File: src/rtl/rv32i_reg_dump_if.sv
// rv32i_reg_dump_if: control, register-file read port and beat stream of the register dumper
interface rv32i_reg_dump_if;
  logic        start;
  logic        abort;
  logic        busy;
  logic        done;
  logic [4:0]  rd_addr;
  logic [31:0] rd_data;
  logic        out_valid;
  logic        out_ready;
  logic [31:0] out_data;
  logic [4:0]  out_index;
  logic        out_last;
  modport master (
    input  start, abort, rd_data, out_ready,
    output busy, done, rd_addr, out_valid, out_data, out_index, out_last
  );
  modport slave (
    output start, abort, rd_data, out_ready,
    input  busy, done, rd_addr, out_valid, out_data, out_index, out_last
  );
endinterface

File: src/rtl/rv32i_reg_dump.sv
// rv32i_reg_dump: walks the register file read port and streams index/value beats with backpressure
module rv32i_reg_dump #(
  parameter int NUM_REGS = 32,
  parameter bit SKIP_X0  = 1'b0
) (
  input logic clk,
  input logic rst,
  rv32i_reg_dump_if.master bus
);
  typedef enum logic [1:0] {IDLE, SEND, DONE} state_t;
  localparam logic [4:0] FIRST = SKIP_X0 ? 5'd1 : 5'd0;
  localparam logic [4:0] LAST  = 5'(NUM_REGS - 1);
  state_t state;
  logic [4:0] idx;
  logic all_read, load, fire;
  assign bus.rd_addr = idx;
  assign fire = bus.out_valid && bus.out_ready;
  // one-deep output register: refill whenever it is empty or being drained
  assign load = state == SEND && !all_read && (!bus.out_valid || bus.out_ready);
  always_ff @(posedge clk or posedge rst) begin
    if (rst) begin
      state         <= IDLE;
      idx           <= 5'd0;
      all_read      <= 1'b0;
      bus.busy      <= 1'b0;
      bus.done      <= 1'b0;
      bus.out_valid <= 1'b0;
      bus.out_data  <= 32'd0;
      bus.out_index <= 5'd0;
      bus.out_last  <= 1'b0;
    end else begin
      case (state)
        IDLE: if (bus.start) begin
          idx      <= FIRST;
          all_read <= 1'b0;
          bus.busy <= 1'b1;
          state    <= SEND;
        end
        SEND: if (bus.abort) begin
          bus.out_valid <= 1'b0;
          bus.busy      <= 1'b0;
          idx           <= 5'd0;
          state         <= IDLE;
        end else begin
          if (load) begin
            bus.out_data  <= bus.rd_data;
            bus.out_index <= idx;
            bus.out_last  <= idx == LAST;
            bus.out_valid <= 1'b1;
            if (idx == LAST) all_read <= 1'b1;
            else idx <= idx + 5'd1;
          end else if (fire) bus.out_valid <= 1'b0;
          if (fire && bus.out_last) begin
            bus.out_valid <= 1'b0;
            bus.done      <= 1'b1;
            state         <= DONE;
          end
        end
        default: begin
          bus.done <= 1'b0;
          bus.busy <= 1'b0;
          idx      <= 5'd0;
          state    <= IDLE;
        end
      endcase
    end
  end
endmodule
File: src/flat_wrapper.sv
// flat-port wrapper written by rule: the top's interface ports become plain ports
module rv32i_reg_dump_flat 
#(
  parameter int NUM_REGS = 32,
  parameter bit SKIP_X0  = 1'b0
)
  (clk, rst, bus_start, bus_abort, bus_rd_data, bus_out_ready, bus_busy, bus_done, bus_rd_addr, bus_out_valid, bus_out_data, bus_out_index, bus_out_last);
  rv32i_reg_dump_if bus_i ();
  input logic clk;
  input logic rst;
  input wire logic [$bits(bus_i.start)-1:0] bus_start;
  input wire logic [$bits(bus_i.abort)-1:0] bus_abort;
  input wire logic [$bits(bus_i.rd_data)-1:0] bus_rd_data;
  input wire logic [$bits(bus_i.out_ready)-1:0] bus_out_ready;
  output wire logic [$bits(bus_i.busy)-1:0] bus_busy;
  output wire logic [$bits(bus_i.done)-1:0] bus_done;
  output wire logic [$bits(bus_i.rd_addr)-1:0] bus_rd_addr;
  output wire logic [$bits(bus_i.out_valid)-1:0] bus_out_valid;
  output wire logic [$bits(bus_i.out_data)-1:0] bus_out_data;
  output wire logic [$bits(bus_i.out_index)-1:0] bus_out_index;
  output wire logic [$bits(bus_i.out_last)-1:0] bus_out_last;
  assign bus_i.start = bus_start;
  assign bus_i.abort = bus_abort;
  assign bus_i.rd_data = bus_rd_data;
  assign bus_i.out_ready = bus_out_ready;
  assign bus_busy = bus_i.busy;
  assign bus_done = bus_i.done;
  assign bus_rd_addr = bus_i.rd_addr;
  assign bus_out_valid = bus_i.out_valid;
  assign bus_out_data = bus_i.out_data;
  assign bus_out_index = bus_i.out_index;
  assign bus_out_last = bus_i.out_last;
  rv32i_reg_dump #(.NUM_REGS(NUM_REGS), .SKIP_X0(SKIP_X0)) u_core (.clk(clk), .rst(rst), .bus(bus_i));
endmodule
File: config.mk
export PLATFORM = sky130hd
export DESIGN_NAME = rv32i_reg_dump_flat
export DESIGN_NICKNAME = d
export VERILOG_FILES = /design/src/rtl/rv32i_reg_dump_if.sv /design/src/rtl/rv32i_reg_dump.sv /design/src/flat_wrapper.sv
export SDC_FILE = /design/constraint.sdc
export NUM_CORES = 1
export LEC_CHECK = 0
export ABC_AREA = 1
export ABC_CLOCK_PERIOD_IN_PS = 2500
export BUFFER_PORTS_ARGS = -buffer_cell sky130_fd_sc_hd__buf_2
export CAP_MARGIN = 20
export CORE_ASPECT_RATIO = 1.4
export CORE_MARGIN = 10
export CORE_UTILIZATION = 25
export CTS_CLUSTER_DIAMETER = 80
export DETAILED_ROUTE_END_ITERATION = 16
export GPL_TIMING_DRIVEN = 0
export PLACE_DENSITY = 0.52
export SLEW_MARGIN = 15
export SYNTH_ARGS = -nofsm -noshare
export SYNTH_HDL_FRONTEND = slang
export SYNTH_SLANG_ARGS = --single-unit
File: constraint.sdc
create_clock -name clk -period 2.5 [get_ports clk]
set_input_delay 0.75 -clock clk [delete_from_list [all_inputs] [get_ports clk]]
set_output_delay 0.75 -clock clk [all_outputs]
set_load 0.05 [all_outputs]
Yosys cells after proc, flatten, opt, wreduce, memory -nomap -nowiden
Cells that the tools add are included.
{"block": "word_totals", "reg_bits": 49, "output_inout_bits": 46, "wordCells": 64}
{"block": "op_classes", "n_eq_ne": 11, "addsub": 1, "mux": 24, "reduce_logical": 17, "bitwise_logic": 2}
{"op": "$mux 5", "count": 4}
{"op": "$mux 1", "count": 12}
{"op": "$ne 2x2->1 const B", "count": 5}
{"op": "$pmux 5 s2", "count": 1}
{"op": "$reduce_and 3->1", "count": 3}
{"op": "$mux 2", "count": 3}
{"op": "$ne 3x3->1 const B", "count": 2}
{"op": "$pmux 1 s2", "count": 3}
{"op": "$reduce_and 2->1", "count": 3}
{"op": "$add 5x1->5 const B", "count": 1}
{"op": "$eq 5x5->1 const B", "count": 1}
{"op": "$reduce_and 5->1", "count": 1}
{"op": "$logic_and 1x1->1", "count": 4}
{"op": "$pmux 2 s2", "count": 1}
{"op": "$reduce_bool 4->1", "count": 1}
{"op": "$ne 3x2->1 const B", "count": 1}
{"op": "$eq 2x1->1 const B", "count": 1}
{"op": "$logic_not 1->1", "count": 2}
{"op": "$logic_not 2->1", "count": 1}
{"op": "$ne 2x1->1 const B", "count": 1}
{"op": "$not 1->1", "count": 2}
{"op": "$reduce_bool 2->1", "count": 1}
{"op": "$logic_or 1x1->1", "count": 1}

Logic depth before layout (Yosys ltp)
Gate-level depths: netlist of the first run.
{"block": "depth", "word_depth": 6, "depth_mapped": 9}

Worst setup path before layout of the first run
Ideal clock, no wire load.
{"block": "synth_path", "path_type": "register to register", "from": "reg u_core.idx[0], in the netlist u_core.bus.rd_addr[0]", "to": "reg u_core.idx[3], in the netlist u_core.bus.rd_addr[3]", "arrival_ns": 1.628, "path_stages_with_launch": 10, "setup_slack_ns": 0.753, "setup_time_ns": 0.119, "synth_period_minus_slack_ns": 1.747, "cell_sequence": "dfrtp_1 ha_1 nand2_1 nor2_1 ha_1 a21oi_1 nand2_1 nand2_1 nand2_1 nand2_1"}
{"block": "synth_via", "elab_chain_cells": 5}
{"item": "start: declaration", "line_no": "rv32i_reg_dump.sv:14", "rtl": "logic [4:0] idx;"}
{"item": "start signal: assignment", "line_no": "rv32i_reg_dump.sv:51", "rtl": "else idx <= idx + 5'd1;"}
{"item": "$add 5x1->5", "line_no": "rv32i_reg_dump.sv:51"}
{"item": "$mux 5", "line_no": "rv32i_reg_dump.sv:50", "rtl": "if (idx == LAST) all_read <= 1'b1;"}
{"item": "$mux 5", "line_no": "rv32i_reg_dump.sv:45", "rtl": "if (load) begin"}
{"item": "$mux 5", "line_no": "rv32i_reg_dump.sv:39", "rtl": "SEND: if (bus.abort) begin"}
{"item": "$pmux 5 s2", "line_no": "rv32i_reg_dump.sv:32", "rtl": "case (state)"}
Several ways; a longest one is shown, not always the timed one. The select of a mux whose other input is x is not followed.
A chain may end at the register's enable or synchronous reset.

Worst setup path in the final report of the first run
{"block": "layout_path", "from": "reg u_core.idx[0], in the netlist u_core.bus.rd_addr[0]", "to": "out bus_rd_addr[0]"}
{"item": "end: declaration", "line_no": "flat_wrapper.sv:17", "rtl": "output wire logic [$bits(bus_i.rd_addr)-1:0] bus_rd_addr;"}
No word-level cell between the ends.

==> results.yml, run 1 <==
synth:
  synth_edf_count: 0
  ys_types: 18
  synth-main-ff-cell: "dfrtp_1"
  synth_seq_area_share_pct: 61.14
  syn_inst: 235
  synth_top_cell_by_area: "dfrtp_1"
  avgSynthCellArea_sq_um: 8.535
  yosysWarningCount: 0
  yosysMostFrequentCell: "nand2_1"
  synthesis.area_sq_mm: 0.002006
  ys_async_sr_fraction_pct: 100.0
  synth-seq-cells: 49
  synth_top_area_share_pct: 61.14
  syn_nets: 274
  netlist_top_cells_count: "nand2_1 (130), dfrtp_1 (49), nand3_1 (14)"
  synthTopCellsByArea: "dfrtp_1 (61%), nand2_1 (24%), nand3_1 (3.5%), nor2_1 (1.9%), inv_1 (1.7%)"
clock_network:
  cts.sink_count: 49
  cts_resized: 0
  cts_htree_levels: 2
  cts_inserted_buffers: 5
  clkTransAtPathRegs_ns: 0.10
  cts_tree: "done"
  cts-hold-fix-buffers: 0
  cts_buffer_depth: 2
  clock_latency_ns: 0.31
  cts_setup_buffers: 0
  root_buffer: "clkbuf_8"
finish:
  drive_above_1_share_pct: 30.67
  areaGrowthSynthToFinish_pct: 32.38
  diodes: 0
  nets: 364
  utilization_pct: 34.05
  fin_cells: 426
sta:
  finalHoldViolations: 0
  layout_min_cycle_time_ns: 1.860
  rsz0062_at_grt: "false"
  slew_headroom_pct: 69.21
  finClkSkew_ns: 0.01355
  max_freq_mhz: 537.6
  fin_crit_sh_pct: 74.41
  timing.final.ws_setup_ns: 0.6398
  tightest_slew_ns: 0.4618
  drv_slew: 0
  setup_viol: 0
die:
  start_util_pct: 25.72
  fp-row-count: 38
  die_area_sq_mm: 0.01206
  die_w_um: 95.70
  core-area_sq_mm: 0.007797
  fp.dieH_um: 126.0
  ios: 83
critical_path:
  slowest_delay_ns: 0.48
  critPathSlowestCell: "dfrtp_1"
  endpoint_kind: "output port"
  worstSetupPathType: "reg2out"
  worstPathRequired_ns: 1.75
  cp_top_family: "flip-flops"
  path_buf_inv: 1
  worst_ep_arrival_time_ns: 1.11
  crit_path_start_kind: "register"
  crit_chain: "buf_2"
  cp_max_fo: 7
drt:
  vias: 1750
  antenna_left: 0
  wirelength_um: 5561
  drc: 0
  viasPerCell: 4.108
  wl_per_cell_um: 13.05
  drt_first_pass_iters: 4
  drtIter0Drc: 73
global_route:
  gr-total-overflow: 0
  grtUsageMet2_pct: 15.75
  busiest_layer: "met2"
  grt_use_met3_pct: 3.864
  antenna_found_initial: 0
  grt_pass1_vias: 1765
  grt_usage_pct: 9.481
  grt_start_max_net_pins: 35
  grt_pass1_wl_um: 9101
  grtUsageMet1_pct: 10.63
flow_run:
  cap_violations: 0
power_and_ir_drop:
  vdd_drop_max_mv: 0.4585
  combPwrFrac_pct: 47.4
  power_mw: 3.131
  switching_share_pct: 50.74
  seq_power_share_pct: 36.8
  intPower_mw: 1.542
  p_sw_mw: 1.589
  p_leak_nw: 1.554
  p_clk_share_pct: 15.9
  p_per_area_mw_per_mm2: 1179
placement:
  post-place-ws_ns: 0.5901
  place.gp.congestion: 0.8049
  dp_hpwl_um: 4342
  placedCellCount: 418
  numPortBuffers: 82
outcome:
  status: "completed"
min_path:
  hold_path_class: "in2async"
-- path summary, 6_finish.rpt --
kind | from | end | slack [ns] | cells past startpoint
worst min-delay path | rst | u_core.bus.out_data[18] | 0.40 | 2
worst min register to register | u_core.bus.out_data[7] | u_core.bus.out_data[7] | 0.48 | 2
worst max-delay path | u_core.bus.rd_addr[0] | bus_rd_addr[0] | 0.64 | 1
max in group asynchronous | rst | u_core.bus.out_data[5] | 1.60 | 3
min in group clk | u_core.bus.out_data[7] | u_core.bus.out_data[7] | 0.48 | 2
worst max register to register | u_core.bus.rd_addr[0] | u_core.bus.rd_addr[0] | 0.89 | 9
-- power by group through the flow --
stage	clock, mW	combinational [mW]	sequential [mW]
floorplan	0	0.295	1.99
global placement	0	1.50	1.16
detailed placement	0	1.51	1.17
CTS	0.526	1.51	1.15
global route	0.559	1.59	1.18
finish	0.498	1.48	1.15
-- state kept, by name, indices dropped and copies added, names as in the netlist --
signal,cells
u_core.bus.rd_addr,5
u_core.bus.out_data,32
u_core.bus.busy,1
u_core.bus.out_last,1
u_core.state,2
u_core.bus.out_valid,1
u_core.all_read,1
u_core.bus.out_index,5
u_core.bus.done,1
-- through the flow --
stage	setup TNS, ns	hold WS (ns)	area, sq um
finish	0	0.4013	2655
global route	0	0.4206	2655
CTS	0	0.4006	2655
detailed placement	0	0.4601	2561
global placement	-7.198	0.4587	2541
floorplan	0	0.4464	2006
-- cell usage in the layout (no fill, tap or decap), drive strengths merged --
cell	instances
nand2	131
buf	87
dfrtp	49
nand3	14
inv	12
nor2	11
clkbuf	9
o21ai	3
a21oi	2
nand4	2
ha	2
or2	1
nor3	1
o22ai	1
clkinvlp	1
-- metal layers --
| layer | wire length (um) | vias to the layer above |
|---|---|---|
| met4 | 78 | 0 |
| met1 | 2285 | 782 |
| met5 | 0 | - |
| met2 | 2664 | 52 |
| met3 | 533 | 5 |
| li1 | - | 911 |
-- kinds of logic (layout without fill, tap and decap cells) --
family / count (synthesis) / after routing / synth area share (%)
buffers and inverters: 18 / 109 / 4.553
flip-flops: 49 / 49 / 61.14
AO/OA/AOI/OAI: 6 / 6 / 1.560
adder cells (fa/ha/maj): 2 / 2 / 1.247
AND/OR/NAND/NOR: 160 / 160 / 31.50
-- final cells by class --
type | instances | area, sq um
inverters | 10 | 37.54
well taps | 100 | 125.1
clock buffers | 5 | 68.82
fillers | 871 | 5142
plain buffers | 8 | 53.80
repair buffers | 83 | 430.4
multi-input cells | 168 | 688.2
flip-flops and latches | 49 | 1226
clock inverters | 3 | 25.02
No activity file was read; power rests on OpenSTA's default activity.
==> run 2: changes to the inputs <==
--- a/config.mk
+++ b/config.mk
@@ -5,8 +5,8 @@
 export SDC_FILE = /design/constraint.sdc
 export NUM_CORES = 1
 export LEC_CHECK = 0
-export ABC_AREA = 1
-export ABC_CLOCK_PERIOD_IN_PS = 2500
+export ABC_AREA = 0
+export ABC_CLOCK_PERIOD_IN_PS = 1650
 export BUFFER_PORTS_ARGS = -buffer_cell sky130_fd_sc_hd__buf_2
 export CAP_MARGIN = 20
 export CORE_ASPECT_RATIO = 1.4
@@ -15,7 +15,7 @@
 export CTS_CLUSTER_DIAMETER = 80
 export DETAILED_ROUTE_END_ITERATION = 16
 export GPL_TIMING_DRIVEN = 0
-export PLACE_DENSITY = 0.52
+export PLACE_DENSITY = 0.54
 export SLEW_MARGIN = 15
 export SYNTH_ARGS = -nofsm -noshare
 export SYNTH_HDL_FRONTEND = slang
==> constraint.sdc (replaced) <==
create_clock -name clk -period 1.65 [get_ports clk]
set_input_delay 0.495 -clock clk [delete_from_list [all_inputs] [get_ports clk]]
set_output_delay 0.495 -clock clk [all_outputs]
set_load 0.05 [all_outputs]
==> results.yml, run 2 <==
outcome:
  status: "finished with violations"
  violations: "negative setup slack"
synth:
  syn_inst: 135
  syn_nets: 174
  ys_async_sr_fraction_pct: 100.0
  synth_top_cell_by_area: "dfrtp_1"
  synthesis.area_sq_mm: 0.002032
  synth_edf_count: 0
  netlist_top_cells_count: "dfrtp_1 (49), mux2_2 (29), mux2_4 (8)"
  synth-main-ff-cell: "dfrtp_1"
  avgSynthCellArea_sq_um: 15.05
  synthTopCellsByArea: "dfrtp_1 (60%), mux2_2 (16%), mux2_4 (5.9%), nor2_1 (1.3%), ha_1 (1.2%)"
  synth-seq-cells: 49
  synth_top_area_share_pct: 60.34
  ys_types: 32
  yosysMostFrequentCell: "dfrtp_1"
  synth_seq_area_share_pct: 60.34
  yosysWarningCount: 0
critical_path:
  worstSetupPathType: "reg2reg"
  r2r_slack_ns: -0.27
  worst_ep_arrival_time_ns: 2.11
  cp_max_fo: 4
  crit_path_start_kind: "register"
  regToRegStartpoint: "u_core.bus.rd_addr[0]"
  endpoint_kind: "register"
  r2r_end: "u_core.bus.rd_addr[4]"
  rr_worst_depth: 7
  worstPathRequired_ns: 1.84
global_route:
  gr-total-overflow: 0
  grt_pass1_vias: 1638
  antenna_found_initial: 0
  grt_usage_pct: 8.695
  grt_start_max_net_pins: 32
  grt_pass1_wl_um: 8424
power_and_ir_drop:
  seq_power_share_pct: 33.1
  p_leak_nw: 1.372
  switching_share_pct: 46.97
  p_sw_mw: 2.603
  combPwrFrac_pct: 50.8
  power_mw: 5.541
  vdd_drop_max_mv: 0.7547
  p_per_area_mw_per_mm2: 1948
  p_clk_share_pct: 16.1
  intPower_mw: 2.938
finish:
  areaGrowthSynthToFinish_pct: 39.96
  diodes: 0
  final_common_cell: "buf_2"
  regMostFlops: "u_core.bus.out_data"
  largest_register_ffs: 32
  layout_common_cells: "buf_2 (82), dfrtp_1 (45), mux2_2 (29), buf_4 (10), mux2_4 (8)"
  nets: 273
  drive_above_1_share_pct: 66.38
placement:
  place.gp.congestion: 0.6944
  numPortBuffers: 82
  post-place-ws_ns: -0.4135
  dp_hpwl_um: 4093
drt:
  vias: 1447
  wirelength_um: 5264
  drt_first_pass_iters: 2
  drtIter0Drc: 52
  antenna_left: 0
  drc: 0
  wl_per_cell_um: 15.71
  viasPerCell: 4.319
die:
  core-area_sq_mm: 0.007845
  fp-row-count: 38
  fp.dieH_um: 126.7
  die_w_um: 96.20
  die_area_sq_mm: 0.01219
  ios: 83
  start_util_pct: 25.90
sta:
  max_freq_mhz: 519.7
  slew_headroom_pct: 70.09
  tightest_slew_ns: 0.4477
  layout_min_cycle_time_ns: 1.924
  timing.final.ws_setup_ns: -0.2742
  whs_ns: 0.1961
  setup_viol: 42
  finClkSkew_ns: 0.009420
  drv_slew: 0
  fin_crit_sh_pct: 116.6
  rsz0062_at_grt: "true"
  finalHoldViolations: 0
clock_network:
  cts.sink_count: 49
  clkTransAtPathRegs_ns: 0.09
  cts-hold-fix-buffers: 0
  cts_buffer_depth: 2
  cts_inserted_buffers: 5
  clock_latency_ns: 0.30
  root_buffer: "clkbuf_8"
  cts_tree: "done"
  cts_htree_levels: 2
min_path:
  hold_path_class: "in2async"
flow_run:
  cap_violations: 0
run 2: changes by cell type after synthesis, moves of 2 or more:
| cell | previous run | this run |
|---|---|---|
| o21ai_0 | 3 | 1 |
| o21ai_1 | 0 | 2 |
| a32o_1 | 0 | 2 |
| nand2_1 | 130 | 2 |
| nor2b_1 | 0 | 3 |
| buf_4 | 0 | 2 |
| nand3_1 | 14 | 2 |
| mux2_4 | 0 | 8 |
| clkbuf_1 | 4 | 0 |
| inv_1 | 9 | 3 |
| mux2_2 | 0 | 29 |
| nor2_1 | 10 | 7 |
| nand4_1 | 2 | 0 |
| nand2b_1 | 0 | 2 |
run 2: per-stage QoR:
| stage | TNS [ns] | instances | util (%) | instance area [sq um] |
|---|---|---|---|---|
| CTS | -3.626 | 335 | 36.25 | 2844 |
| detailed placement | -6.511 | 318 | 33.57 | 2634 |
| global route | -6.433 | 335 | 36.25 | 2844 |
| finish | -2.399 | 335 | 36.25 | 2844 |
| global placement | -7.032 | 317 | 33.32 | 2614 |
| floorplan | -2.528 | 135 | - | 2078 |
run 2: final cells by class:
class	count	area [sq um]
clock buffers	7	86.33
fillers	801	5001
plain buffers	4	41.29
inverters	3	15.01
repair buffers	92	510.5
well taps	100	125.1
clock inverters	1	30.03
multi-input cells	79	804.5
flip-flops and latches	49	1231
run 2: layer usage:
layer	track usage, %	part of all wire (%)	vias to the layer above
met4	3.133	1.5	0
met1	9.620	37	723
li1	-	-	675
met2	14.77	53	43
met3	3.070	8.1	6
met5	0	0	-
run 2: worst max path at each step:
stage	start	slack, ns	endpoint	depth (start not counted)
global route	u_core.bus.rd_addr[0]	-0.35	u_core.bus.rd_addr[4]	7
floorplan	u_core.bus.rd_addr[0]	-0.44	u_core.bus.rd_addr[0]	7
CTS	u_core.bus.rd_addr[0]	-0.28	u_core.bus.rd_addr[4]	7
finish	u_core.bus.rd_addr[0]	-0.27	u_core.bus.rd_addr[4]	7
detailed placement	u_core.bus.rd_addr[0]	-0.41	u_core.bus.rd_addr[0]	7
global placement	u_core.bus.rd_addr[0]	-0.41	u_core.bus.rd_addr[0]	7
run 2: cells by family after synthesis:
family                   count (synthesis)  share of synthesized area, %
flip-flops                              49                         60.35
multiplexers                            38                         22.48
buffers and inverters                    7                         2.401
AO/OA/AOI/OAI                           14                         4.865
XOR/XNOR                                 1                        0.4311
adder cells (fa/ha/maj)                  2                         1.231
AND/OR/NAND/NOR                         24                         8.252
run 2: what timing repair did:
| action | in CTS | in global routing |
|---|---|---|
| gates cloned | 0 | 0 |
| pin swaps | 4 | 0 |
| endpoints found under the setup margin | 42 | 42 |
| resized for setup | 4 | 0 |
| setup buffers | 9 | 0 |
run 2: critical path, cell delays in order (launching register included):
cell and delay, ns:
dfrtp_2 0.44, ha_4 0.16, and3_4 0.18, ha_4 0.15
or3b_4 0.39, nor3_4 0.22, nor2_4 0.07, a32o_1 0.21
run 2: power by group through the flow:
stage | Sequential (mW) | Combinational, mW | Clock, mW
detailed placement | 1.87 | 2.80 | 0
floorplan | 3.34 | 0.643 | 0
finish | 1.83 | 2.81 | 0.892
global route | 1.90 | 2.95 | 0.982
CTS | 1.84 | 2.86 | 0.934
global placement | 1.84 | 2.77 | 0
